$ cat config.mk
export PLATFORM = sky130hd
export DESIGN_NAME = noc_output_port
export DESIGN_NICKNAME = d
export VERILOG_FILES = /design/src/rtl/noc_output_port.sv
export SDC_FILE = /design/constraint.sdc
export NUM_CORES = 1
export LEC_CHECK = 0
export CAP_MARGIN = 20
export CORE_MARGIN = 5
export CORE_UTILIZATION = 40
export DETAILED_ROUTE_END_ITERATION = 10
export PLACE_DENSITY = 0.7
export SLEW_MARGIN = 20
export SYNTH_ARGS = -nofsm -noshare
export SYNTH_HDL_FRONTEND = slang
export SYNTH_SLANG_ARGS = --single-unit
$ cat constraint.sdc
create_clock -name clk -period 15.4 [get_ports clk]
set_input_delay 2.31 -clock clk [delete_from_list [all_inputs] [get_ports clk]]
set_output_delay 2.31 -clock clk [all_outputs]
set_load 0.02 [all_outputs]
$ cat src/rtl/noc_output_port.sv
// noc_output_port: one output port of a 5-input NoC router.
// Arbitrates round-robin among packet heads from N/S/E/W/L input buffers,
// holds a wormhole lock on the winner until its tail flit, and meters flits
// against a downstream credit counter.
// Ports:
//   clk, rst                      clock, async active-low reset
//   {north,south,east,west,local}_q_i  head flit of each input buffer
//   en_{n,s,e,w,l}_i              input buffer head valid
//   req_{n,s,e,w,l}_i             route computation targets this output
//   pop_req_{n,s,e,w,l}_o         pop that input's head this edge (same-cycle)
//   credit_i                      downstream freed one slot (pulse)
//   data_o, valid_o               registered outgoing flit
module noc_output_port #(
   parameter int unsigned CREDITS = 4
) (
   input  logic        clk,
   input  logic        rst,
   input  logic [15:0] north_q_i,
   input  logic [15:0] south_q_i,
   input  logic [15:0] east_q_i,
   input  logic [15:0] west_q_i,
   input  logic [15:0] local_q_i,
   input  logic        en_n_i,
   input  logic        en_s_i,
   input  logic        en_e_i,
   input  logic        en_w_i,
   input  logic        en_l_i,
   input  logic        req_n_i,
   input  logic        req_s_i,
   input  logic        req_e_i,
   input  logic        req_w_i,
   input  logic        req_l_i,
   output logic        pop_req_n_o,
   output logic        pop_req_s_o,
   output logic        pop_req_e_o,
   output logic        pop_req_w_o,
   output logic        pop_req_l_o,
   input  logic        credit_i,
   output logic [15:0] data_o,
   output logic        valid_o
);

   localparam int unsigned CW  = $clog2(CREDITS + 1);
   localparam int unsigned NIN = 5;
   localparam int unsigned FW  = 16;

   typedef enum logic {IDLE = 1'b0, LOCKED = 1'b1} state_e;

   state_e          state_q;
   logic [2:0]      lock_q;
   logic [2:0]      rr_q;
   logic [CW-1:0]   cred_q;
   logic [CW-1:0]   cred_d;
   logic [FW-1:0]   data_q;
   logic            valid_q;

   logic [FW-1:0]   flit [NIN];
   logic [NIN-1:0]  en_v;
   logic [NIN-1:0]  req_v;
   logic [NIN-1:0]  elig;
   logic [NIN-1:0]  pop_v;
   logic [2:0]      cand;
   logic [2:0]      win;
   logic            found;
   logic [2:0]      sel;
   logic            do_pop;
   logic            can_send;
   logic [FW-1:0]   sel_flit;

   // Gather inputs into indexable form: n=0, s=1, e=2, w=3, l=4.
   always_comb begin
      flit[0] = north_q_i;
      flit[1] = south_q_i;
      flit[2] = east_q_i;
      flit[3] = west_q_i;
      flit[4] = local_q_i;
      en_v    = {en_l_i, en_w_i, en_e_i, en_s_i, en_n_i};
      req_v   = {req_l_i, req_w_i, req_e_i, req_s_i, req_n_i};
   end

   // Only packet-opening flits (head 10, single 11: bit 15 set) may win in IDLE.
   always_comb begin
      for (int unsigned i = 0; i < NIN; i++) begin
         elig[i] = req_v[i] & en_v[i] & flit[i][15];
      end
   end

   // Round-robin scan starting just after the last winner.
   always_comb begin
      win   = 3'd0;
      found = 1'b0;
      cand  = 3'd0;
      for (int unsigned k = 1; k <= NIN; k++) begin
         cand = 3'((32'(rr_q) + 32'(k)) % 32'(NIN));
         if (!found && elig[cand]) begin
            found = 1'b1;
            win   = cand;
         end
      end
   end

   // Pop selection; rst gating keeps pops low while reset is asserted.
   always_comb begin
      can_send = (cred_q != '0);
      sel      = win;
      do_pop   = 1'b0;
      if (state_q == IDLE) begin
         do_pop = found & can_send;
      end else begin
         sel    = lock_q;
         do_pop = en_v[lock_q] & can_send;
      end
      if (!rst) do_pop = 1'b0;
      for (int unsigned i = 0; i < NIN; i++) begin
         pop_v[i] = do_pop && (sel == 3'(i));
      end
      sel_flit = flit[sel];
   end

   // Credit counter: a pop and a returned credit on the same edge cancel.
   always_comb begin
      cred_d = cred_q;
      unique case ({do_pop, credit_i})
         2'b10:   cred_d = cred_q - CW'(1);
         2'b01:   cred_d = (cred_q == CW'(CREDITS)) ? cred_q : cred_q + CW'(1);
         default: cred_d = cred_q;
      endcase
   end

   // Lock FSM, round-robin pointer and output register.
   always_ff @(posedge clk or negedge rst) begin
      if (!rst) begin
         state_q <= IDLE;
         lock_q  <= 3'd0;
         rr_q    <= 3'd4;
         cred_q  <= CW'(CREDITS);
         data_q  <= '0;
         valid_q <= 1'b0;
      end else begin
         cred_q  <= cred_d;
         valid_q <= do_pop;
         if (do_pop) begin
            data_q <= sel_flit;
            if (state_q == IDLE) begin
               rr_q <= sel;
               // A head (bit 14 clear) opens a packet; a single flit does not.
               if (!sel_flit[14]) begin
                  state_q <= LOCKED;
                  lock_q  <= sel;
               end
            end else if (sel_flit[14]) begin
               state_q <= IDLE;
            end
         end
      end
   end

   assign pop_req_n_o = pop_v[0];
   assign pop_req_s_o = pop_v[1];
   assign pop_req_e_o = pop_v[2];
   assign pop_req_w_o = pop_v[3];
   assign pop_req_l_o = pop_v[4];
   assign data_o      = data_q;
   assign valid_o     = valid_q;

endmodule

==> results.md, run 1 <==
* Data required, critical path at 13090 ps
* CTS tree: built
* Total leakage power at 2.12 nW
* Most instantiated cells after synthesis: nand2_1, mux2i_1, a21oi_1
* Fin crit share at 60.7%
* Cell with the most instances after synthesis: nand2_1
* Die X at 110 um
* Via count at 4283
* Layout Skew at 6.35 ps
* Gate power share at 86.4%
* Detail Placement HPWL at 10.5 mm
* Post-synth top area cell: dfrtp_1
* Net Count, Synth at 610
* Nets at 700
* Final core utilization at 53.2%
* Cell count after synthesis at 492
* Pins Over Slew Limit at 0
* R2R Setup Slk at 8560 ps
* CTS max path bufs at 2
* Pint at 640 uW
* Worst-Skew Late Latency at 280 ps
* Slowest-stage cell, CP: clkdlybuf4s50_1
* Core Box Area at 9730 um^2
* Layout cells sized above 1 at 6.54%
* CP arrival at 7040 ps
* Relative slew slack at 47.0%
* Post-Syn Area per Cell at 8.07 um^2
* Avg WL per Cell at 18.6 um
* Maximum number of pins on one net before global-route repair at 40
* Slew @ Worst Pin at 795 ps
* RR Startpoint: rr_q[0]
* Number of buffers created by CTS at 3
* Reg clk slew, reported paths at 100 ps
* Setup crit start kind: flip-flop
* FMAX at 0.107 GHz
* Hold path depth at 1
* Sequential element share of the synthesized area at 17.1%
* First-pass GRT wire length at 21.2 mm
* Worst Hold Class: reg -> reg
* Async set or reset register ratio after synthesis at 100%
* RSZ-0062 raised after global routing: false
* Clock Sinks at 27
* Setup TNS Final at 0 ps
* Yosys warnings at 0
* Post-synth cell types at 87
* Fin cells at 714
* Placed Instances at 710
* Endpoints failing hold at 0
* Seq pwr share at 10.6%
* Flops & latches, synth at 27
* Initial drt markers at 195
* Min cycle time layout at 9350 ps
* Site Rows at 36
* Vias/cell at 6.00
* Port Buffers at 114
* Synth top area share at 15.8%
* Main synth FF type: dfrtp_1
* Routed wire length at 13.3 mm
* Worst R2R End: lock_q[1]
* Hold path endpoint: data_o[14]
* Synthesized area at 3970 um^2
* Reg2Reg Depth at 23
* CP Class: reg -> out
* Fill count at 948
* CP max FO at 39
* DIE AREA at 12000 um^2
* Sw Share at 54.6%
* Ant diodes at 0
* GP Congestion at 0.999
* Hold path startpoint: data_o[14]
* Post-CTS Setup Repair Bufs at 0
* CP Capture Type: output port
* Post-synth EDFFs at 0
* Area added between synthesis and finish at 30.3%
* Vert. Die Dim at 110 um
* Hold-fix buffers at CTS at 0
* Clock group share of total power at 3.0%
* Total of max-cap violations at 0
* First drt pass iteration count at 5
* Vias in the first global route at 4211
* Cells taking the most area after synthesis: dfrtp_1, mux2i_1, ha_1
* Final ANT Viol Nets at 0
* Max VDD drop at 0.267 mV
* Post_cts resized at 0
* CP Cell Sequence: buf_4 > ha_1 > xor2_2 > ha_1 > nor2_1 > a21oi_1 > xnor2_1 > inv_1 > ha_1 > nor2b_1 > a2111oi_0 > a211o_1 > o311ai_1 > a311o_1 > a21oi_1 > o311ai_1 > mux2i_4 > buf_4 > and2_4 > and3_1 > clkdlybuf4s50_1
* CTS Root Cell: clkbuf_8
* I/O pin total at 115
* Overflow after GRT at 0
* Psw at 770 uW
* H-tree depth at 1
* Setup violations, final at 0
* CP max stage delay at 640 ps
* Initial antenna violation count at 0
* Status: finished, final reports clean
* GRT Util Overall at 22.2%
* Critical path origin: rr_q[0]
* DR DRC count at 0
* Most frequent CP cell: ha_1
* Pwr/cell area at 273 nW/um^2
* Starting Density at 40.8%
==> cells by family (layout without fill, tap and decap cells) <==
logic type	after synthesis	in the layout	share of synthesized area (%)
adder cells (fa/ha/maj)	25	25	8.07
AND/OR/NAND/NOR	156	156	20.2
buffers and inverters	61	150	7.63
AO/OA/AOI/OAI	168	168	31.4
flip-flops	27	27	17.1
multiplexers	44	44	12.1
XOR/XNOR	11	11	3.47
==> worst max path at each step <==
stage                       end  slack [ps]  cells after the start
floorplan           pop_req_e_o        7670                     13
global placement    pop_req_s_o        6180                     13
detailed placement  pop_req_s_o        6130                     14
CTS                 pop_req_s_o        5970                     22
global route        pop_req_n_o        5540                     21
finish              pop_req_n_o        6050                     21
==> stage by stage <==
stage	power, mW	setup WS, ps	area [um^2]	hold slack, ps
floorplan	1.09	7670	3970	510
global placement	1.34	6180	5120	492
detailed placement	1.36	6130	5120	504
CTS	1.40	5970	5170	528
global route	1.53	5540	5170	563
finish	1.41	6050	5170	521
==> power by group through the flow <==
stage / registers (mW) / clock network (mW) / logic, mW
3_3_place_gp: 0.148 / 0 / 1.19
3_5_place_dp: 0.149 / 0 / 1.21
2_1_floorplan: 0.163 / 0 / 0.929
5_1_grt: 0.156 / 0.0457 / 1.33
6_report: 0.149 / 0.0422 / 1.22
4_1_cts: 0.149 / 0.0422 / 1.21
==> cells in the final DEF, fill, tap and decap left out, types with 11 or more instances in the layout <==
cell type / n
dfrtp_1: 25
ha_1: 24
nor3_1: 11
nand2_1: 49
o2bb2ai_1: 14
a221oi_1: 14
a21oi_1: 29
o21ai_0: 21
mux2i_1: 37
nor2_1: 22
inv_1: 23
clkdlybuf4s50_1: 114
nand3_1: 13
==> routing by layer <==
layer  up-vias  wire length [um]  global-route usage [%]
li1       2052                 -                       -
met1      2002              5720                    29.1
met2       209              5970                    35.7
met3        20              1280                    5.64
met4         0               324                    7.12
met5         -                 0                       0
==> flip-flops by register name, summed over array words and instances (netlist names) <==
name and cells:
cred_q 3, data_o 16, lock_q 3, rr_q 3
state_q 1, valid_o 1
==> layout make-up <==
cell class / count / area (um^2) / share of cell area (%)
Multi-Input combinational cell: 404 / 3000 / 58.1
Timing Repair Buffer: 119 / 1180 / 22.8
Sequential cell: 27 / 678 / 13.1
Tap cell: 133 / 166 / 3.22
Inverter: 27 / 101 / 1.96
Clock buffer: 4 / 45.0 / 0.871
==> worst max-delay path: cells and delay by family, from the launching register on <==
family	cells	cell delay (ps)
xor gates and xnor gates	2	720
AOI/OAI and AO/OA	7	1900
DFF	1	420
buffers and inverters	4	1710
adders and majority gates	3	970
muxes	1	190
and+or+nand+nor	4	830
Power figures use the tool's default switching activity.
==> inputs of run 2 (changes only) <==
==> constraint.sdc (replaced) <==
create_clock -name clk -period 9.35 [get_ports clk]
set_input_delay 1.4025 -clock clk [delete_from_list [all_inputs] [get_ports clk]]
set_output_delay 1.4025 -clock clk [all_outputs]
set_load 0.02 [all_outputs]
==> run 2 against run 1 <==
  * Clock power rose by 68%
  * Via count rose by 0.47%
  * Sequential share of layout area fell by 0.069 points
  * Critical path depth did not move
  * First-iteration DRC count rose by 71%
==> results.md, run 2 (synthesis gave the netlist of run 1 again) <==
* Layout Skew at 4.59 ps
* Detail Placement HPWL at 10.6 mm
* Leading cell types in the layout, fill and taps excluded: clkdlybuf4s50_1, nand2_1, mux2i_1, a21oi_1, dfrtp_1
* Ant diodes at 0
* Via count at 4303
* Initial antenna violation count at 0
* Area of the multi-input gates at 3000 um^2
* Total of max-cap violations at 0
* Pwr/cell area at 446 nW/um^2
* GP Congestion at 0.964
* Vert. Die Dim at 110 um
* Nets at 704
* Final setup margin at 911 ps
* Commonest non-fill, non-tap cell in the layout: clkdlybuf4s50_1
* Area added between synthesis and finish at 31.0%
* Delay-heaviest family, CP: compound AO/OA/AOI/OAI gates
* Fin crit share at 90.3%
* R2R Setup Slk at 2530 ps
* Maximum number of pins on one net before global-route repair at 29
* Vias in the first global route at 4289
* FMAX at 0.118 GHz
* Initial drt markers at 334
* CP max stage delay at 640 ps
* Slew @ Worst Pin at 763 ps
* Fill count at 932
* Slowest-stage cell, CP: mux2i_4
* Crit path to: pop_req_s_o
* DIE AREA at 12000 um^2
* First drt pass iteration count at 5
* I/O pin total at 115
* CTS Root Cell: clkbuf_8
* CTS max path bufs at 2
* Final core utilization at 53.4%
* Routed wire length at 13.3 mm
* Reg clk slew, reported paths at 100 ps
* CTS tree: built
* Max VDD drop at 0.378 mV
* RSZ-0062 raised after global routing: false
* CP arrival at 7040 ps
* Setup violations, final at 0
* Setup crit start kind: flip-flop
* Worst R2R End: lock_q[1]
* Overflow after GRT at 0
* Status: finished, final reports clean
* Data required, critical path at 7950 ps
* CP Capture Type: output port
* Endpoints failing hold at 0
* Clock Sinks at 27
* Worst path depth at 21
* CP max FO at 20
* Vias/cell at 5.99
* H-tree depth at 1
* RR Startpoint: rr_q[0]
* Avg WL per Cell at 18.5 um
* GRT Util Overall at 22.2%
* Site Rows at 36
* Final ANT Viol Nets at 0
* Sequential Area at 678 um^2
* First-pass GRT wire length at 21.4 mm
* Post-CTS Setup Repair Bufs at 0
* Pins Over Slew Limit at 0
* Hold-fix buffers at CTS at 0
* Layout cells sized above 1 at 7.01%
* Reg2Reg Depth at 21
* Total leakage power at 2.14 nW
* Most frequent CP cell: ha_1
* Worst-Skew Late Latency at 280 ps
* Critical path origin: rr_q[0]
* Min cycle time layout at 8440 ps
* Setup WS pre-CTS at 1350 ps
* WP buf/inv at 4
* Setup TNS Final at 0 ps
* Relative slew slack at 48.0%
* Number of buffers created by CTS at 3
* Largest register FFs at 16
* CP Cell Sequence: buf_4 > ha_1 > xor2_2 > ha_1 > nor2_1 > a21oi_1 > xnor2_1 > inv_1 > ha_1 > nor2b_1 > a2111oi_0 > a211o_1 > o211ai_1 > o311ai_1 > a311o_1 > or4_1 > o311ai_1 > mux2i_4 > buf_4 > and2_1 > clkdlybuf4s50_1
* Post_cts resized at 0
* Port Buffers at 114
* CP Class: reg -> out
* Die X at 110 um
* Core Box Area at 9730 um^2
* Starting Density at 40.8%
* Worst Hold Class: reg -> reg
* DR DRC count at 0
## run 2: cell types whose count changed in the layout (fill, tap and decap cells not counted)
cell | previous run | this run
buf_4 | 5 | 9
nor2_1 | 22 | 23
nor2_2 | 1 | 0
## run 2: how the worst min path moves through the flow
stage,startpoint,to,cells after the start
after global placement,data_o[14],data_o[14],1
after CTS,data_o[14],data_o[14],1
after detailed placement,data_o[14],data_o[14],1
after floorplan,lock_q[2],lock_q[2],2
final,data_o[14],data_o[14],1
after global routing,data_o[14],data_o[14],1
## run 2: power breakdown
group / switching (mW) / internal, mW
Combinational: 1.15 / 0.847
Clock: 0.0402 / 0.0307
Sequential: 0.0649 / 0.183
## run 2: area by class of cell
type / instances / share of cell area, %
multi-input cells: 404 / 57.7
repair buffers: 123 / 23.2
flip-flops and latches: 27 / 13.0
well taps: 133 / 3.20
inverters: 27 / 1.95
clock buffers: 4 / 0.866
## run 2: worst reg2reg max path, stage by stage (launching register included)
cell and delay (ps):
dfrtp_1 600, buf_4 320, ha_1 390, xor2_2 530, ha_1 320, nor2_1 80, a21oi_1 180, xnor2_1 200
inv_1 140, ha_1 240, nor2b_1 150, a2111oi_0 380, a211o_1 360, o311ai_1 190, a311o_1 420, or4_1 500
o311ai_1 180, mux2i_4 370, and2_4 340, and3_4 190, a211oi_2 280, mux2_1 350
## run 2: per-layer routing
metal  GRT usage [%]  vias to the layer above  part of all wire [%]
met4            5.52                        0                   1.7
li1                -                     2058                     -
met5               0                        -                     0
met2            36.7                      193                    47
met1            28.2                     2037                    42
met3            6.87                       15                   9.9
## run 2: metrics by stage
stage	instances	power [mW]	hold WS (ps)	instance area, um^2
finish	718	2.32	533	5200
detailed placement	714	2.22	496	5150
CTS	718	2.30	529	5200
floorplan	492	1.80	510	3970
global placement	714	2.19	493	5150
global route	718	2.51	552	5200
==> inputs of run 3 (changes only) <==
--- a/config.mk
+++ b/config.mk
@@ -9,6 +9,7 @@
 export CORE_MARGIN = 5
 export CORE_UTILIZATION = 40
 export DETAILED_ROUTE_END_ITERATION = 10
+export GPL_TIMING_DRIVEN = 1
 export PLACE_DENSITY = 0.7
 export SLEW_MARGIN = 20
 export SYNTH_ARGS = -nofsm -noshare
==> results of run 3 <==
Final layout, timing and power as in run 2 (identical DEF).
